`src/rtl/disp_view_sched.sv`:
```
// Display view scheduler: latches temperature/humidity words and rotates which one drives the 7-segment converter.
// Optional stale-reading indication is built when DISP_STALE_EN is defined.
module disp_view_sched #(
  parameter int unsigned DWELL_TICKS = 200_000_000,
  parameter int unsigned STALE_TICKS = 500_000_000,
  parameter int unsigned CNT_W       = 29
) (
  input  logic        clk100MHz,
  input  logic        rst_n,
  input  logic [15:0] temp_raw,
  input  logic        temp_valid,
  output logic        temp_ack,
  input  logic [15:0] hum_raw,
  input  logic        hum_valid,
  output logic        hum_ack,
  input  logic        hold,
  output logic [15:0] data_out,
  output logic        sel_hum,
  output logic        view_chg,
  output logic        stale
);

  typedef enum logic [1:0] {
    ST_IDLE   = 2'd0,
    ST_SHOW_T = 2'd1,
    ST_SHOW_H = 2'd2
  } state_t;

  localparam logic [CNT_W-1:0] DWELL_LAST = CNT_W'(DWELL_TICKS - 32'd1);

  state_t             state_r, state_s;
  logic [CNT_W-1:0]   dwell_r, dwell_s;
  logic [15:0]        temp_q_r, hum_q_r;
  logic               has_temp_r, has_hum_r;
  logic [15:0]        show_data_s;
  logic               stale_s;
  logic [15:0]        data_out_r;
  logic               sel_hum_r, view_chg_r, stale_r, temp_ack_r, hum_ack_r;

  // Next view and dwell count; rotation only lands on a channel that has a sample
  always_comb begin
    state_s = state_r;
    dwell_s = dwell_r;
    case (state_r)
      ST_IDLE: begin
        dwell_s = CNT_W'(0);
        if (temp_valid) begin
          state_s = ST_SHOW_T;
        end else if (hum_valid) begin
          state_s = ST_SHOW_H;
        end else begin
          state_s = ST_IDLE;
        end
      end
      ST_SHOW_T: begin
        if (hold) begin
          dwell_s = dwell_r;
        end else if (dwell_r >= DWELL_LAST) begin
          dwell_s = CNT_W'(0);
          if (has_hum_r) begin
            state_s = ST_SHOW_H;
          end else begin
            state_s = ST_SHOW_T;
          end
        end else begin
          dwell_s = dwell_r + CNT_W'(1);
        end
      end
      ST_SHOW_H: begin
        if (hold) begin
          dwell_s = dwell_r;
        end else if (dwell_r >= DWELL_LAST) begin
          dwell_s = CNT_W'(0);
          if (has_temp_r) begin
            state_s = ST_SHOW_T;
          end else begin
            state_s = ST_SHOW_H;
          end
        end else begin
          dwell_s = dwell_r + CNT_W'(1);
        end
      end
      default: begin
        state_s = ST_IDLE;
        dwell_s = CNT_W'(0);
      end
    endcase
  end

  // Word presented for the current view
  always_comb begin
    show_data_s = 16'h0000;
    case (state_r)
      ST_SHOW_T: show_data_s = temp_q_r;
      ST_SHOW_H: show_data_s = hum_q_r;
      default:   show_data_s = 16'h0000;
    endcase
  end

`ifdef DISP_STALE_EN
  localparam logic [CNT_W-1:0] STALE_MAX = CNT_W'(STALE_TICKS);

  logic [CNT_W-1:0] age_t_r, age_h_r;

  // Per-channel sample age, saturating at the stale threshold
  always_ff @(posedge clk100MHz) begin
    if (!rst_n) begin
      age_t_r <= CNT_W'(0);
      age_h_r <= CNT_W'(0);
    end else begin
      if (temp_valid) begin
        age_t_r <= CNT_W'(0);
      end else if (age_t_r < STALE_MAX) begin
        age_t_r <= age_t_r + CNT_W'(1);
      end else begin
        age_t_r <= age_t_r;
      end
      if (hum_valid) begin
        age_h_r <= CNT_W'(0);
      end else if (age_h_r < STALE_MAX) begin
        age_h_r <= age_h_r + CNT_W'(1);
      end else begin
        age_h_r <= age_h_r;
      end
    end
  end

  // Staleness of whichever channel the current view shows
  always_comb begin
    stale_s = 1'b0;
    case (state_r)
      ST_SHOW_T: stale_s = (age_t_r == STALE_MAX);
      ST_SHOW_H: stale_s = (age_h_r == STALE_MAX);
      default:   stale_s = 1'b0;
    endcase
  end
`else
  // Staleness tracking not built
  always_comb begin
    stale_s = 1'b0;
  end
`endif

  // State, sample capture and registered outputs
  always_ff @(posedge clk100MHz) begin
    if (!rst_n) begin
      state_r    <= ST_IDLE;
      dwell_r    <= CNT_W'(0);
      temp_q_r   <= 16'h0000;
      hum_q_r    <= 16'h0000;
      has_temp_r <= 1'b0;
      has_hum_r  <= 1'b0;
      data_out_r <= 16'h0000;
      sel_hum_r  <= 1'b0;
      view_chg_r <= 1'b0;
      stale_r    <= 1'b0;
      temp_ack_r <= 1'b0;
      hum_ack_r  <= 1'b0;
    end else begin
      state_r <= state_s;
      dwell_r <= dwell_s;
      if (temp_valid) begin
        temp_q_r   <= temp_raw;
        has_temp_r <= 1'b1;
      end else begin
        temp_q_r   <= temp_q_r;
        has_temp_r <= has_temp_r;
      end
      if (hum_valid) begin
        hum_q_r   <= hum_raw;
        has_hum_r <= 1'b1;
      end else begin
        hum_q_r   <= hum_q_r;
        has_hum_r <= has_hum_r;
      end
      // Outputs trail the view by one edge so data_out and sel_hum stay aligned
      data_out_r <= show_data_s;
      view_chg_r <= (show_data_s != data_out_r);
      sel_hum_r  <= (state_r == ST_SHOW_H);
      stale_r    <= stale_s;
      temp_ack_r <= temp_valid;
      hum_ack_r  <= hum_valid;
    end
  end

  assign temp_ack = temp_ack_r;
  assign hum_ack  = hum_ack_r;
  assign data_out = data_out_r;
  assign sel_hum  = sel_hum_r;
  assign view_chg = view_chg_r;
  assign stale    = stale_r;

endmodule

```
`config.mk`:
```
export PLATFORM = sky130hd
export DESIGN_NAME = disp_view_sched
export DESIGN_NICKNAME = d
export VERILOG_FILES = /design/src/rtl/disp_view_sched.sv
export SDC_FILE = /design/constraint.sdc
export NUM_CORES = 1
export LEC_CHECK = 0
export BUFFER_PORTS_ARGS = -buffer_cell sky130_fd_sc_hd__buf_2
export CAP_MARGIN = 15
export CORE_UTILIZATION = 40
export CTS_CLUSTER_DIAMETER = 30
export CTS_CLUSTER_SIZE = 30
export DETAILED_ROUTE_END_ITERATION = 10
export HOLD_SLACK_MARGIN = 0.08
export PLACE_DENSITY = 0.67
export REMOVE_ABC_BUFFERS = 1
export SYNTH_ARGS = -nofsm -noshare
export SYNTH_HDL_FRONTEND = slang
export SYNTH_SLANG_ARGS = --single-unit
```
`constraint.sdc`:
```
create_clock -name clk100MHz -period 2.5 [get_ports clk100MHz]
set_input_delay 0.25 -clock clk100MHz [delete_from_list [all_inputs] [get_ports clk100MHz]]
set_output_delay 0.25 -clock clk100MHz [all_outputs]
set_load 0.03 [all_outputs]
```
Word level (Yosys, flattened, before mapping)
Cells that the tools add are included.
Word-level totals
  register bits: 85
  output and inout port bits: 21
  logic and storage cells: 35
  input port bits: 37
Operators by class
  equality and inequality tests: 7
  reductions and logical operators: 4
  magnitude comparators: 1
  mux-type cells: 11
  add/sub/neg operators: 1
Operators by type and width (count)
  $pmux W16 S2: 1
  $add A29 B1 Y29 const B: 1
  $ge A29 B28 Y1 const B: 1
  $mux W29: 1
  $mux W2: 8
  $ne A16 B16 Y1: 1
  $ne A2 B2 Y1 const B: 4
  $pmux W2 S3: 1
  $reduce_and A4 Y1: 1
  $eq A2 B1 Y1 const B: 1
  $eq A2 B2 Y1 const B: 1
  $logic_not A2 Y1: 1
  $reduce_and A2 Y1: 1
  $reduce_or A2 Y1: 1

Longest topological paths before layout
Gate-level depths: netlist of the first run.
  depth after elaboration: 4
  depth in mapped cells: 10

Least setup slack after synthesis of the first run
Ideal clock, no wire load.
  path kind: register -> register
  from: register state_r[0]
  to: register view_chg_r (netlist: view_chg)
  stages on the path, launching flop included: 10
  arrival: 2324 ps
  buffers on the path: 1
  setup time: 125 ps
  setup slack: 51 ps
  period minus slack after synthesis: 2449 ps
  path through: dfxtp_1 -> inv_1 -> ha_1 -> buf_6 -> a22oi_1 -> nand2_1 -> a211oi_1 -> a21oi_1 -> or4_1 -> o41a_1
Between the ends
  word-level cells in the longest chain between the ends: 3
  elaborated cells on any way between the ends: 4
Ends and longest elaborated chain
  start, declared: RTL line 31  | state_t state_r, state_s;
  start signal, assigned: RTL line 160  | state_r <= state_s;
  $eq A2 B2 Y1 or $eq A2 B1 Y1 (tied branches): RTL line 93  | case (state_r)
  $pmux W16 S2 *: RTL line 93
  $ne A16 B16 Y1 *: RTL line 178  | view_chg_r <= (show_data_s != data_out_r);
  end signal, assigned: RTL line 178
  end, declared: RTL line 38  | logic sel_hum_r, view_chg_r, stale_r, temp_ack_r, hum_ack_r;
Every way passes the cells marked *; elsewhere a longest branch is shown, timed or not.
A chain may end at the register's enable or synchronous reset.

Worst setup path in the final report of the first run
Ends and elaborated chain as after synthesis.

==> results of run 1 <==
## sequential cells by signal, summed over array words and instances, names as in the netlist
register and flops:
data_out 16, dwell_r 29, has_hum_r 1, has_temp_r 1
hum_ack 1, hum_q_r 16, sel_hum 1, state_r 2
temp_ack 1, temp_q_r 16, view_chg 1
## power groups by stage
stage / logic, uW / clock network [uW] / registers, uW
after CTS: 911 / 1000 / 1480
final: 995 / 976 / 1490
after global placement: 849 / 0 / 1500
after floorplan: 449 / 0 / 1530
after global routing: 1080 / 1060 / 1500
after detailed placement: 872 / 0 / 1500
## final timing paths
check	endpoint	slack, ns	cells past startpoint
max	view_chg	-0.006	10
max reg2reg	view_chg	-0.006	10
min	hum_q_r[11]	0.14	3
min reg2reg	has_hum_r	0.50	1
## repair_timing
item | 4_1_cts | 5_1_grt
resized for setup | 10 | 5
buffers inserted | 0 | 5
gates cloned | 0 | 0
endpoints found under the setup margin | 1 | 1
pin swaps | 1 | 8
## through the flow
stage,std cells,setup slack [ns],utilization,hold WS [ns],area [um2]
after floorplan,405,-0.1628,-,0.3675,3815
after detailed placement,614,-0.1657,0.4734,0.4814,4437
final,635,-0.005526,0.5077,0.1442,4758
after global placement,614,-0.04347,0.4734,0.4615,4437
after CTS,630,0.0001785,0.4997,0.1361,4683
after global routing,635,-0.07667,0.5077,0.1332,4758
## cell usage in the layout (no fill, tap or decap), drive strengths merged, types with 5 or more instances in the layout
cell type	netlist	routed
a211oi	9	9
nor3	5	5
clkbuf	15	9
inv	10	11
nand3	20	20
nor2	50	50
a21oi	12	12
xnor2	18	18
o21ai	7	7
buf	7	85
nor2b	33	33
xor2	12	12
dfxtp	85	85
nand2	29	29
mux2i	34	34
a22oi	16	16
ha	5	5
o32ai	5	5
## layout make-up
type                    instances  area [um2]  area share
multi-input cells             310        2121      0.4457
flip-flops and latches         85        1707      0.3587
repair buffers                 85       530.5      0.1115
clock inverters                 7       75.07     0.01578
inverters                      10       40.04    0.008414
well taps                     129       161.4     0.03392
clock buffers                   9       123.9     0.02603
## routing by layer
layer	routed length [um]	global-route usage	vias to the layer above	share of wire
met5	0	0	-	0
met4	98	0.05574	0	0.011
met3	370	0.05617	10	0.042
met2	4374	0.3288	53	0.49
met1	4041	0.2186	1518	0.45
li1	-	-	1643	-
## worst register-to-register path, stage by stage (launching register included)
cell,delay (ns)
dfxtp_4,0.38
inv_4,0.04
ha_4,0.17
buf_4,0.13
buf_4,0.14
a22oi_2,0.25
nand2_1,0.09
a211oi_1,0.24
a21oi_1,0.06
or4_1,0.51
o41a_1,0.38
## cell families after synthesis
kind of cell             after synthesis  synth area share
flip-flops                            85            0.4345
AND/OR/NAND/NOR                      176            0.2348
other                                  1         0.0009575
multiplexers                          34           0.08690
buffers and inverters                 32           0.03546
AO/OA/AOI/OAI                         64            0.1243
adder cells (fa/ha/maj)                5           0.01597
XOR/XNOR                              30           0.06709
==> impl_metrics.py, run 1 <==
metrics = {
    "placement": {
        "gp_congestion": 0.8075,
        "io_buffers": 56,
        "dp_hpwl_mm": 6.516,
    },
    "floorplan": {
        "core_area_mm2": 0.009371,
        "die_y_um": 100.9,
        "dieArea_mm2": 0.01019,
        "initial_core_util": 0.4179,
        "std_cell_rows": 35,
        "die_w_um": 100.9,
        "ios": 58,
    },
    "power_and_ir_drop": {
        "switchingPower_uw": 1103,
        "power.internal_uw": 2357,
        "p_comb_frac": 0.288,
        "p_leak_uw": 0.001903,
        "power_frac_seq": 0.430,
        "total_power_uw": 3460,
        "sw_frac_of_total": 0.3188,
        "p_per_area_mw_per_mm2": 727.1,
        "ir_drop_mv": 0.3838,
        "power_frac_clock": 0.282,
    },
    "grt": {
        "grt_pass1_vias": 3236,
        "grt_pass1_wl_mm": 14.85,
        "antenna_found_initial": 0,
        "overflow": 0,
        "grt_max_degree": 29,
        "grt_usage": 0.1870,
    },
    "synth": {
        "synthFlopType": "dfxtp_1",
        "synth_top_area_cell": "dfxtp_1",
        "yosysMostFrequentCell": "dfxtp_1",
        "ys_top_cells_by_area": "dfxtp_1 43%, mux2i_1 8.7%, nor2b_1 5.3%, nor2_1 4.8%, xnor2_1 4.0%",
        "synthTopCellsByCount": "85 x dfxtp_1, 50 x nor2_1, 34 x mux2i_1, 33 x nor2b_1, 29 x nand2_1",
        "ys_seq_area_frac": 0.4345,
        "synth-edff-count": 0,
        "yosysUniqueCellTypes": 54,
        "syn_area_mm2": 0.003916,
        "syn_avg_cell_area_um2": 9.172,
        "yosysTopAreaCellShare": 0.4345,
        "yosys_warnings": 0,
        "syn_inst": 427,
        "ys_async_sr_fraction": 0,
        "ys_seq_elements": 85,
    },
    "clocking": {
        "cts-buffers-inserted": 9,
        "cts.hold.buffers_added": 0,
        "insertion_delay_ns": 0.36,
        "cts_buffer_depth": 2,
        "clockRootBuffer": "clkbuf_8",
        "cts_tree": "done",
        "cts.htree.levels": 3,
        "cts_sinks": 85,
        "path_clk_slew_ns": 0.09,
    },
    "cells_and_area": {
        "drive_gt1_frac": 0.2312,
        "diodes": 0,
        "final_nets": 543,
        "fillCellCount": 923,
        "area_growth_pct": 21.50,
    },
    "drt": {
        "vias": 3224,
        "wire_per_inst_um": 13.99,
        "drt_wl_total_mm": 8.885,
        "antenna_left": 0,
        "drt-vias-per-instance": 5.077,
        "firstDrtPassIters": 5,
        "drt_iter0_markers": 81,
        "drc": 0,
    },
    "sta": {
        "fmax_mhz": 399.1,
        "hold_violations": 0,
        "fin_ws_ns": -0.005526,
        "rsz0062_at_grt": "yes",
        "max_slew_margin": 0.5535,
        "skew_ns": 0.01175,
        "min_period_ns": 2.506,
        "maxSlewViolCount": 0,
        "fin_crit_sh": 1.002,
        "tightest_slew_ns": 0.6636,
        "tns_ns": -0.005526,
        "finalSetupViolCount": 1,
    },
    "flow_run": {
        "drv_cap": 0,
    },
    "critical_path": {
        "rr_startpoint": "state_r[0]",
        "crit_buf_inv": 3,
        "startpoint": "state_r[0]",
        "crit_slowest_cell": "or4_1",
        "critPathMaxStageDelay_ns": 0.51,
        "critical-path-top-delay-family": "compound AO/OA/AOI/OAI gates",
        "critical_path_arrival_ns": 2.74,
        "critPathLaunchType": "flip-flop",
        "path_common_cell": "buf_4",
        "worst-setup-path-type": "reg2reg",
        "crit_path_max_fanout": 4,
        "critPathRequiredTime_ns": 2.74,
        "critPathCaptureType": "flip-flop",
        "cp_cell_sequence": "inv_4 -> ha_4 -> buf_4 -> buf_4 -> a22oi_2 -> nand2_1 -> a211oi_1 -> a21oi_1 -> or4_1 -> o41a_1",
    },
    "run_status": {
        "violations": "negative setup slack",
        "outcome": "finished, violations left",
    },
    "worst_hold_path": {
        "min_from": "hum_raw[11]",
        "hp-class": "in2reg",
    },
}
(Power assumes the default switching activity.)
==> run 2: changes to the inputs <==
--- a/config.mk
+++ b/config.mk
@@ -5,14 +5,14 @@
 export SDC_FILE = /design/constraint.sdc
 export NUM_CORES = 1
 export LEC_CHECK = 0
-export BUFFER_PORTS_ARGS = -buffer_cell sky130_fd_sc_hd__buf_2
 export CAP_MARGIN = 15
 export CORE_UTILIZATION = 40
 export CTS_CLUSTER_DIAMETER = 30
 export CTS_CLUSTER_SIZE = 30
 export DETAILED_ROUTE_END_ITERATION = 10
+export DONT_BUFFER_PORTS = 1
 export HOLD_SLACK_MARGIN = 0.08
-export PLACE_DENSITY = 0.67
+export PLACE_DENSITY = 0.61
 export REMOVE_ABC_BUFFERS = 1
 export SYNTH_ARGS = -nofsm -noshare
 export SYNTH_HDL_FRONTEND = slang
==> run 2 against run 1 <==
Compared with the run above: the run now ends clean; register-to-register slack improved by 0.097 ns; routed wire length fell by 1.4%; design area fell by 0.53%; first-iteration DRC count fell by 11%; critical path depth fell by 1; core utilization fell by 0.27 points; highest routed layer unchanged; sequential power rose by 3%; total power fell by 5.3%; clock power fell by 6.5%; maximum frequency rose by 4.0%.
==> impl_metrics.py, run 2 (synthesis results as in run 1) <==
metrics = {
    "drt": {
        "drc": 0,
        "antenna_left": 0,
        "vias": 3103,
        "drt-vias-per-instance": 5.163,
        "firstDrtPassIters": 4,
        "drt_wl_total_mm": 8.757,
        "wire_per_inst_um": 14.57,
        "drt_iter0_markers": 72,
    },
    "power_and_ir_drop": {
        "total_power_uw": 3276,
        "p_per_area_mw_per_mm2": 692.2,
        "p_leak_uw": 0.001730,
        "ir_drop_mv": 0.3309,
    },
    "cells_and_area": {
        "final_nets": 509,
        "diodes": 0,
        "multi_input_area_mm2": 0.002135,
        "fillCellCount": 877,
        "seqCellArea_mm2": 0.001707,
        "layout_commonest_cell": "dfxtp_1",
        "top_register": "dwell_r",
        "layout.cells.most_common_list": "83 x dfxtp_1, 50 x nor2_1, 35 x dlygate4sd3_1",
        "largest_reg_flops": 29,
        "area_growth_pct": 20.86,
        "final_area_mm2": 0.004733,
        "fin_util": 0.5051,
        "drive_gt1_frac": 0.1081,
    },
    "grt": {
        "overflow": 0,
        "grt_pass1_vias": 3036,
        "grt_pass1_wl_mm": 14.61,
        "grt_max_degree": 42,
        "grt_usage": 0.1863,
        "antenna_found_initial": 0,
    },
    "sta": {
        "hold_violations": 0,
        "tns_ns": 0,
        "finalSetupViolCount": 0,
        "max_slew_margin": 0.2962,
        "fmax_mhz": 415.2,
        "fin_ws_ns": 0.09149,
        "rsz0062_at_grt": "yes",
        "tightest_slew_ns": 1.052,
        "skew_ns": 0.01049,
        "min_period_ns": 2.409,
        "maxSlewViolCount": 0,
        "fin_crit_sh": 0.9634,
    },
    "critical_path": {
        "worst-setup-path-type": "reg2reg",
        "regToRegSetupSlack_ns": 0.09,
        "critical-path-top-delay-family": "compound AO/OA/AOI/OAI gates",
        "critPathMaxStageDelay_ns": 0.54,
        "critPathRequiredTime_ns": 2.75,
        "crit_path_max_fanout": 9,
        "critical_path_arrival_ns": 2.66,
        "rr_startpoint": "state_r[0]",
        "crit_slowest_cell": "or4_1",
        "cp_cell_sequence": "inv_4 -> ha_4 -> buf_12 -> a22oi_2 -> xnor2_1 -> o32ai_1 -> a21oi_1 -> or4_1 -> o41a_1",
        "crit_buf_inv": 2,
        "reg2regPathDepth": 9,
        "r2r_end": "view_chg",
        "critPathLaunchType": "flip-flop",
        "critPathCaptureType": "flip-flop",
    },
    "floorplan": {
        "initial_core_util": 0.4179,
        "die_w_um": 100.9,
        "dieArea_mm2": 0.01019,
        "ios": 58,
        "std_cell_rows": 35,
        "die_y_um": 100.9,
        "core_area_mm2": 0.009371,
    },
    "clocking": {
        "insertion_delay_ns": 0.36,
        "cts-buffers-inserted": 9,
        "path_clk_slew_ns": 0.09,
        "cts.htree.levels": 3,
        "cts_buffer_depth": 2,
        "clockRootBuffer": "clkbuf_8",
        "cts_tree": "done",
        "cts_sinks": 85,
    },
    "run_status": {
        "outcome": "complete, no violations",
    },
    "worst_hold_path": {
        "hold_depth": 2,
        "hp-class": "in2reg",
        "whs_endpoint": "temp_q_r[4]",
        "min_from": "temp_raw[4]",
    },
    "placement": {
        "io_buffers": 0,
        "gp_congestion": 0.8003,
        "dpl-instance-area_mm2": 0.004094,
        "dp_hpwl_mm": 5.646,
        "place_ws_ns": -0.1145,
    },
    "flow_run": {
        "drv_cap": 0,
    },
}
run 2: through the flow:
step / hold WS, ns / instances
floorplan: 0.3675 / 405
global placement: 0.3745 / 548
detailed placement: 0.3781 / 548
CTS: 0.08148 / 601
global route: 0.1096 / 601
finish: 0.09824 / 601
run 2: how the worst max path moves through the flow:
stage / startpoint / end / cells after the start
floorplan: state_r[0] / view_chg / 8
global placement: state_r[0] / view_chg / 9
detailed placement: state_r[1] / view_chg / 9
CTS: state_r[1] / view_chg / 9
global route: state_r[1] / view_chg / 9
finish: state_r[0] / view_chg / 9
run 2: worst reg2reg max path, stage by stage, from the launching register on:
cell and delay [ns]:
dfxtp_4 0.39, inv_4 0.05, ha_4 0.17, buf_12 0.14
a22oi_2 0.22, xnor2_1 0.10, o32ai_1 0.23, a21oi_1 0.11
or4_1 0.54, o41a_1 0.37
run 2: repair_timing:
item	CTS	global route
setup buffers	1	0
gates resized for setup	7	13
pin swaps	2	6
endpoints found under the setup margin	1	3
hold buffers	36	0
endpoints found under the hold margin	42	0
run 2: report_power, final:
group	leakage, uW	total (uW)	internal [uW]	switching (uW)
combinational	0.000946	835	387	448
sequential	0.000694	1530	1430	102
clock	0.0000893	913	395	519
run 2: per-layer routing:
metal,routed length (um),GRT usage,share of wire,vias to the layer above
li1,-,-,-,1577
met1,4042,0.2261,0.46,1440
met2,3996,0.2940,0.46,66
met3,514,0.06727,0.059,20
met4,204,0.08696,0.023,0
met5,0,0,0,-
run 2: cell type report:
cell class	instances	area share
Multi-Input combinational cell	310	0.4510
Clock inverter	6	0.009781
Timing Repair Buffer	51	0.1071
Tap cell	129	0.03410
Inverter	10	0.008459
Clock buffer	10	0.02908
Sequential cell	85	0.3606
